$ cat config.mk
export PLATFORM = sky130hd
export DESIGN_NAME = pipe_stage_reg
export DESIGN_NICKNAME = d
export VERILOG_FILES = /design/src/rtl/pipe_stage_reg.sv
export SDC_FILE = /design/constraint.sdc
export NUM_CORES = 1
export LEC_CHECK = 0
export CAP_MARGIN = 20
export CORE_MARGIN = 10
export CORE_UTILIZATION = 51
export CTS_BUF_LIST = sky130_fd_sc_hd__clkbuf_4 sky130_fd_sc_hd__clkbuf_8
export DETAILED_ROUTE_END_ITERATION = 6
export PLACE_DENSITY = 0.85
export SYNTH_ARGS = -nofsm -noshare
export SYNTH_HDL_FRONTEND = slang
export SYNTH_SLANG_ARGS = --single-unit
export TNS_END_PERCENT = 5
$ cat constraint.sdc
create_clock -name clk_i -period 2.4 [get_ports clk_i]
set_input_delay 0.48 -clock clk_i [delete_from_list [all_inputs] [get_ports clk_i]]
set_output_delay 0.48 -clock clk_i [all_outputs]
set_load 0.005 [all_outputs]
$ cat src/rtl/pipe_stage_reg.sv
// ---------------------------------------------------------------------------
// pipe_stage_reg
//
// Generic inter-stage pipeline register. It carries a control bundle and a
// data bundle from one pipeline stage to the next using a valid/ready
// handshake. It also supports a global run enable, a hazard stall and a
// flush that inserts a bubble. On a flush the control bundle is zeroed and
// the data bundle is kept. A saturating counter records how many valid
// entries were discarded by flushes.
//
// SKID = 1 : main entry plus one skid entry. ready_o depends only on
//            registered state and the start/flush/stall controls, so there
//            is no combinational path from ready_i to ready_o.
// SKID = 0 : main entry only. ready_o looks at ready_i combinationally so
//            that the stage can replace its entry in the same cycle it emits.
//
// Ports
//   clk_i       : clock, rising edge
//   rst_i       : asynchronous reset, active low
//   start_i     : run enable; low freezes all state and blocks accept/emit
//   stall_i     : hazard hold; no accept, no emit, all state held
//   flush_i     : clears both entries (control zeroed, data kept), counts drops
//   valid_i     : upstream entry valid
//   ready_o     : this stage can accept an entry this cycle
//   ctrl_i      : upstream control bundle (captured only on accept)
//   data_i      : upstream data bundle (captured only on accept)
//   valid_o     : downstream entry valid (always the main entry)
//   ready_i     : downstream can accept
//   ctrl_o      : control bundle; zero whenever the entry is empty
//   data_o      : data bundle
//   drop_cnt_o  : saturating count of valid entries discarded by flush
// ---------------------------------------------------------------------------
module pipe_stage_reg #(
    parameter int CTRL_W = 8,
    parameter int DATA_W = 64,
    parameter int SKID   = 1,
    parameter int CNT_W  = 8
) (
    input  logic              clk_i,
    input  logic              rst_i,
    input  logic              start_i,
    input  logic              stall_i,
    input  logic              flush_i,
    input  logic              valid_i,
    output logic              ready_o,
    input  logic [CTRL_W-1:0] ctrl_i,
    input  logic [DATA_W-1:0] data_i,
    output logic              valid_o,
    input  logic              ready_i,
    output logic [CTRL_W-1:0] ctrl_o,
    output logic [DATA_W-1:0] data_o,
    output logic [CNT_W-1:0]  drop_cnt_o
);

    // Saturating add of a 0..2 increment onto the drop counter. Once the
    // counter reaches all-ones it stays there until reset.
    function automatic logic [CNT_W-1:0] sat_add(input logic [CNT_W-1:0] cnt,
                                                 input logic [1:0]       inc);
        logic [CNT_W:0] sum;
        sum = {1'b0, cnt} + (CNT_W+1)'(inc);
        if (sum[CNT_W]) begin
            return '1;
        end
        return sum[CNT_W-1:0];
    endfunction

    // Main entry (feeds the outputs)
    logic              vld_p0;
    logic [CTRL_W-1:0] ctrl_p0;
    logic [DATA_W-1:0] data_p0;
    // Skid entry (only ever written when SKID != 0)
    logic              vld_p1;
    logic [CTRL_W-1:0] ctrl_p1;
    logic [DATA_W-1:0] data_p1;
    logic [CNT_W-1:0]  drop_cnt_p0;

    logic              vld_p0_nxt;
    logic [CTRL_W-1:0] ctrl_p0_nxt;
    logic [DATA_W-1:0] data_p0_nxt;
    logic              vld_p1_nxt;
    logic [CTRL_W-1:0] ctrl_p1_nxt;
    logic [DATA_W-1:0] data_p1_nxt;
    logic [CNT_W-1:0]  drop_cnt_nxt;

    logic              run;
    logic              accept;
    logic              emit;
    logic [1:0]        drop_inc;

    // Normal operation: running, not flushing, not stalled.
    assign run = start_i & ~flush_i & ~stall_i;

    always_comb begin
        ready_o = 1'b0;
        if (SKID != 0) begin
            ready_o = run & ~vld_p1;
        end else begin
            ready_o = run & (~vld_p0 | ready_i);
        end
    end

    assign accept   = valid_i & ready_o;
    // Flush takes priority over emit, so a flushed entry is never delivered.
    assign emit     = vld_p0 & ready_i & run;
    assign drop_inc = {1'b0, vld_p0} + {1'b0, vld_p1};

    always_comb begin
        vld_p0_nxt   = vld_p0;
        ctrl_p0_nxt  = ctrl_p0;
        data_p0_nxt  = data_p0;
        vld_p1_nxt   = vld_p1;
        ctrl_p1_nxt  = ctrl_p1;
        data_p1_nxt  = data_p1;
        drop_cnt_nxt = drop_cnt_p0;

        if (start_i && flush_i) begin
            // Bubble insert: control cleared, data left as it was.
            vld_p0_nxt   = 1'b0;
            ctrl_p0_nxt  = '0;
            vld_p1_nxt   = 1'b0;
            ctrl_p1_nxt  = '0;
            drop_cnt_nxt = sat_add(drop_cnt_p0, drop_inc);
        end else if (run) begin
            if (SKID != 0) begin
                if (emit) begin
                    if (vld_p1) begin
                        // Skid full means ready_o was low, so no accept here.
                        vld_p0_nxt  = 1'b1;
                        ctrl_p0_nxt = ctrl_p1;
                        data_p0_nxt = data_p1;
                        vld_p1_nxt  = 1'b0;
                        ctrl_p1_nxt = '0;
                    end else if (accept) begin
                        vld_p0_nxt  = 1'b1;
                        ctrl_p0_nxt = ctrl_i;
                        data_p0_nxt = data_i;
                    end else begin
                        vld_p0_nxt  = 1'b0;
                        ctrl_p0_nxt = '0;
                    end
                end else if (accept) begin
                    if (!vld_p0) begin
                        vld_p0_nxt  = 1'b1;
                        ctrl_p0_nxt = ctrl_i;
                        data_p0_nxt = data_i;
                    end else begin
                        vld_p1_nxt  = 1'b1;
                        ctrl_p1_nxt = ctrl_i;
                        data_p1_nxt = data_i;
                    end
                end
            end else begin
                if (accept) begin
                    vld_p0_nxt  = 1'b1;
                    ctrl_p0_nxt = ctrl_i;
                    data_p0_nxt = data_i;
                end else if (emit) begin
                    vld_p0_nxt  = 1'b0;
                    ctrl_p0_nxt = '0;
                end
            end
        end
    end

    // ---- register stage boundary ----
    always_ff @(posedge clk_i or negedge rst_i) begin
        if (!rst_i) begin
            vld_p0      <= 1'b0;
            ctrl_p0     <= '0;
            data_p0     <= '0;
            vld_p1      <= 1'b0;
            ctrl_p1     <= '0;
            data_p1     <= '0;
            drop_cnt_p0 <= '0;
        end else begin
            vld_p0      <= vld_p0_nxt;
            ctrl_p0     <= ctrl_p0_nxt;
            data_p0     <= data_p0_nxt;
            vld_p1      <= vld_p1_nxt;
            ctrl_p1     <= ctrl_p1_nxt;
            data_p1     <= data_p1_nxt;
            drop_cnt_p0 <= drop_cnt_nxt;
        end
    end

    assign valid_o    = vld_p0;
    assign ctrl_o     = ctrl_p0;
    assign data_o     = data_p0;
    assign drop_cnt_o = drop_cnt_p0;

endmodule
After elaboration in Yosys (flattened, before gate mapping):

Index checks and enable logic that the tools add are counted.

* latch bits: 0
* bits in registers: 154
* memory bits (writable): 0
* memory bits (read-only): 0
* bits of input ports: 79
* output and inout bits: 82
* word-level logic and storage cells: 68
* memories: 0

* reductions and logical operators: 12
* eq/ne operators: 3
* $mul: 0
* order comparisons: 0
* bitwise gates (word level): 11
* divide/modulo/power cells: 0
* shifts and indexed selects: 0
* add/subtract/negate cells: 2
* mux-type cells: 33

Operators by type and width (count)
* $mux 64: 5
* $mux 8: 15
* $mux 1: 13
* $reduce_and 5->1: 2
* $add 8x2->9: 1
* $and 1x1->1: 6
* $reduce_and 3->1: 2
* $reduce_bool 2->1: 3
* $reduce_bool 3->1: 2
* $not 1->1: 5
* $reduce_and 4->1: 1
* $ne 3x1->1 const B: 1
* $ne 3x2->1 const B: 1
* $add 1x1->2: 1
* $ne 2x1->1 const B: 1
* $reduce_and 2->1: 1
* $logic_and 1x1->1: 1

Logic depth before layout (Yosys ltp):

* depth in word-level cells: 10
* mapped depth: 7
* gate-level depth less buffers: 5

Worst setup path before layout:

Ideal clock, no wire load.

* kind: input -> register
* start: input flush_i
* end: register data_p1[10]
* data required time: 2.284 ns
* setup slack: 0.525 ns
* cell stages on the path: 6
* buffers on the path: 2
* arrival time: 1.759 ns
* library setup time: 0.116 ns
* cells stage by stage: or3b_4 -> or4_1 -> buf_4 -> buf_6 -> nand2_1 -> nand2_1

* cells in the longest elaborated chain, start to end: 6
* elaborated cells between the ends (all ways): 10
* those cells by class: bitwise: 8; reduce/logical: 2

RTL lines
* start: declaration: line 43 `input logic flush_i,`
* $not 1->1: line 91 `assign run = start_i & ~flush_i & ~stall_i;`
* $and 1x1->1 (2 in a row): line 91
* $and 1x1->1 (on tied branches): line 96, 104
* $and 1x1->1 or $not 1->1 (tied branches)
* $reduce_and 5->1 (no line) *
* end signal: assignment: line 181 `data_p1 <= data_p1_nxt;`
* end: declaration: line 74 `logic [DATA_W-1:0] data_p1;`

Mark *: on every way between the ends. The rest lies on a longest branch, timed or not.
A chain may end at the register's enable or synchronous reset.

Worst setup path after layout:

* start: input flush_i
* end: output ready_o

* cells in the longest elaborated chain, start to end: 4

RTL lines
* $not 1->1: line 91
* $and 1x1->1 (2 in a row): line 91
* $and 1x1->1: line 96 `ready_o = run & ~vld_p1;`
* end: declaration: line 45 `output logic ready_o,`

No other way between the ends.

==> qor.txt <==
Placer Congestion - 0.8375
Via/cell ratio - 5.228
Clock skew - 0.006541 ns
Peak VDD IR - 431.6 µV
Ant. Diodes - 0
Synth area leaders - dfrtp_1, nand2_1, mux2i_1, o21ai_0, buf_6
Status - complete, no violations
Clock sink count - 154
FFs w/ async S/R, synth - 100.0%
Area share of the largest cell type after synthesis - 58.11%
Final period utilization - 92.32%
Worst-margin pin slew - 0.7462 ns
Syn. warnings - 0
Final hold slack - 0.003216 ns
Die H - 134.0 µm
Worst-skew pair later-pin latency - 0.44 ns
R2R Path End - data_p1[31]$_DFFE_PN0P_
Post-Route WL - 16.49 mm
Drt first-iter violations - 330
Min Tclk post-route - 2.216 ns
Crit path required time - 1.92 ns
Final core occ - 70.23%
Vias in the first global route - 5244
CTS tree - built
CP arrival - 1.74 ns
FF-to-FF Start - valid_o$_DFFE_PN0P_
Die Span X - 134.0 µm
DRT Pass-1 Iters - 5
Initial core utilization - 52.34%
CP Capture Type - primary output
Initial antenna violation count - 0
Maximum clock rate - 451.3 MHz
Mapped Area - 6631 µm²
CTS root buf - clkbuf_8
Hold Fails Final Rpt - 0
Synth area leader - dfrtp_1
Fill count - 898
GRT Overall Usage - 18.66%
Net Count, Synth - 739
Remaining global-route overflow - 0
Finished Layout Cells - 999
Vias - 5223
Reg2Reg Depth - 5
Boundary Pins - 161
R2r setup slk - 0.43 ns
RSZ-0062 raised after global routing - false
Global-route wire length before repair - 27.34 mm
Area delta synth->final - 34.19%
Post-synthesis sequential area ratio - 58.11%
# port buffers - 160
# setup viols final - 0
Post-synth EDFFs - 0
Max-slew violation count - 0
Remaining DRCs - 0
Leakage - 0.004131 µW
# rows - 41
Routed length per instance - 16.50 µm
Crit Path Max Fanout - 3
Longest Clk Path Bufs - 2
Max Cap Violations - 0
Post-DP HPWL - 11.80 mm
Netlist cell types - 37
Core footprint - 12670 µm²
Synthesized area per cell - 10.08 µm²
Design Area, Final - 8899 µm²
Placed cell area - 8467 µm²
Hold Path Class - primary input to async pin
Post-Syn Instances - 658
Layout cells sized above 1 - 6.651%
Pin count of the biggest net entering global routing - 80
Dpl cells - 969
# hold bufs at CTS - 0
CTS Buf Count - 17
Clock transition at path regs - 0.07 ns
Normalized max-slew margin - 50.02%
Crit path from - flush_i
Die area - 17960 µm²
Synth Register Bits - 154
CP Launch Type - primary input
Nets - 897
CTS H-tree lvls - 4
Post-route ant nets - 0
Crit Path Class - primary input to primary output
Power Density - 752.0 nW/µm²
Top_reg_cell synth - dfrtp_1
## final cells by class
class	count	area, µm²	share of cell area (%)
Tap cell	172	215.2	2.418
Timing Repair Buffer	178	1862	20.92
Multi-Input combinational cell	462	2524	28.36
Clock buffer	22	290.3	3.262
Clock inverter	8	142.6	1.603
Sequential cell	154	3854	43.31
Inverter	3	11.26	0.1265
## critical path, cell delays in order
cell	delay, ns
clkdlybuf4s50_1	0.44
or3b_4	0.42
nor2_1	0.14
dlygate4sd2_1	0.26
## placed cells by master (no fill, tap or decap), drive strengths merged, types with 2 or more instances in the layout
master	count
a21oi	3
nor2	3
nor2b	3
a31oi	3
a22o	8
o21ai	69
mux2i	67
or3b	2
buf	19
xor2	2
dfrtp	154
clkbuf	22
and3	4
o2bb2ai	8
and2	2
bufinv	4
a22oi	8
nand2	264
inv	3
clkdlybuf4s50	158
clkinv	3
nand4	2
## state kept, by name (all words and copies together) (netlist names)
signal and cells:
valid_o 1, drop_cnt_o 8, vld_p1 1, ctrl_p1 8, ctrl_o 8, data_p1 64
data_o 64
## cells in the mapped netlist, drive strengths merged, types with 2 or more instances
library cell,n
and2,2
o21ai,69
nor2b,3
a21oi,3
nor2,3
a22oi,8
xor2,2
nand2,264
a31oi,3
buf,24
mux2i,67
clkbuf,15
a22o,8
or3b,2
dfrtp,154
and3,4
nand4,2
o2bb2ai,8
inv,3
## worst max-delay path by stage
stage,end,slack (ns),depth (start not counted)
after floorplan,data_p1[10]$_DFFE_PN0P_,0.52,6
after global placement,data_p1[32]$_DFFE_PN0P_,-0.11,6
after detailed placement,data_p1[33]$_DFFE_PN0P_,-0.14,6
after CTS,ready_o,0.19,4
after global routing,ready_o,0.13,4
final,ready_o,0.18,4
## metrics by stage
step	worst slack [ns]	setup TNS (ns)	power, µW
2_1_floorplan	0.5248	0	3682
3_3_place_gp	-0.1121	-6.733	4576
3_5_place_dp	-0.1445	-8.228	4650
4_1_cts	0.1889	0	6774
5_1_grt	0.1291	0	7055
6_report	0.1843	0	6692
## cell families (layout without fill, tap and decap cells)
| kind of cell | after synthesis | in the layout | synth area share [%] |
|---|---|---|---|
| flip-flops | 154 | 154 | 58.11 |
| AND/OR/NAND/NOR | 288 | 288 | 17.60 |
| multiplexers | 67 | 67 | 10.11 |
| XOR/XNOR | 2 | 2 | 0.2642 |
| adder cells (fa/ha/maj) | 2 | 2 | 0.4905 |
| buffers and inverters | 42 | 211 | 4.170 |
| AO/OA/AOI/OAI | 103 | 103 | 9.245 |
## where the power goes
group / internal, µW / leakage [µW] / switching, µW
combinational: 784 / 0.00189 / 521
sequential: 3010 / 0.00202 / 262
clock: 1220 / 0.000221 / 889
## per-layer routing
| layer | up-vias | wire [µm] | GRT usage (%) |
|---|---|---|---|
| met5 | - | 0 | 0 |
| met4 | 0 | 337 | 6.590 |
| met3 | 29 | 1161 | 6.161 |
| met2 | 163 | 7903 | 29.82 |
| met1 | 2525 | 7084 | 23.20 |
| li1 | 2506 | - | - |
## repair_timing
item                                    CTS  global route
buffers inserted                          0             0
endpoints found under the setup margin    1             0
gates resized for setup                   1             0
Note: power is estimated with default switching activity, not from simulation.
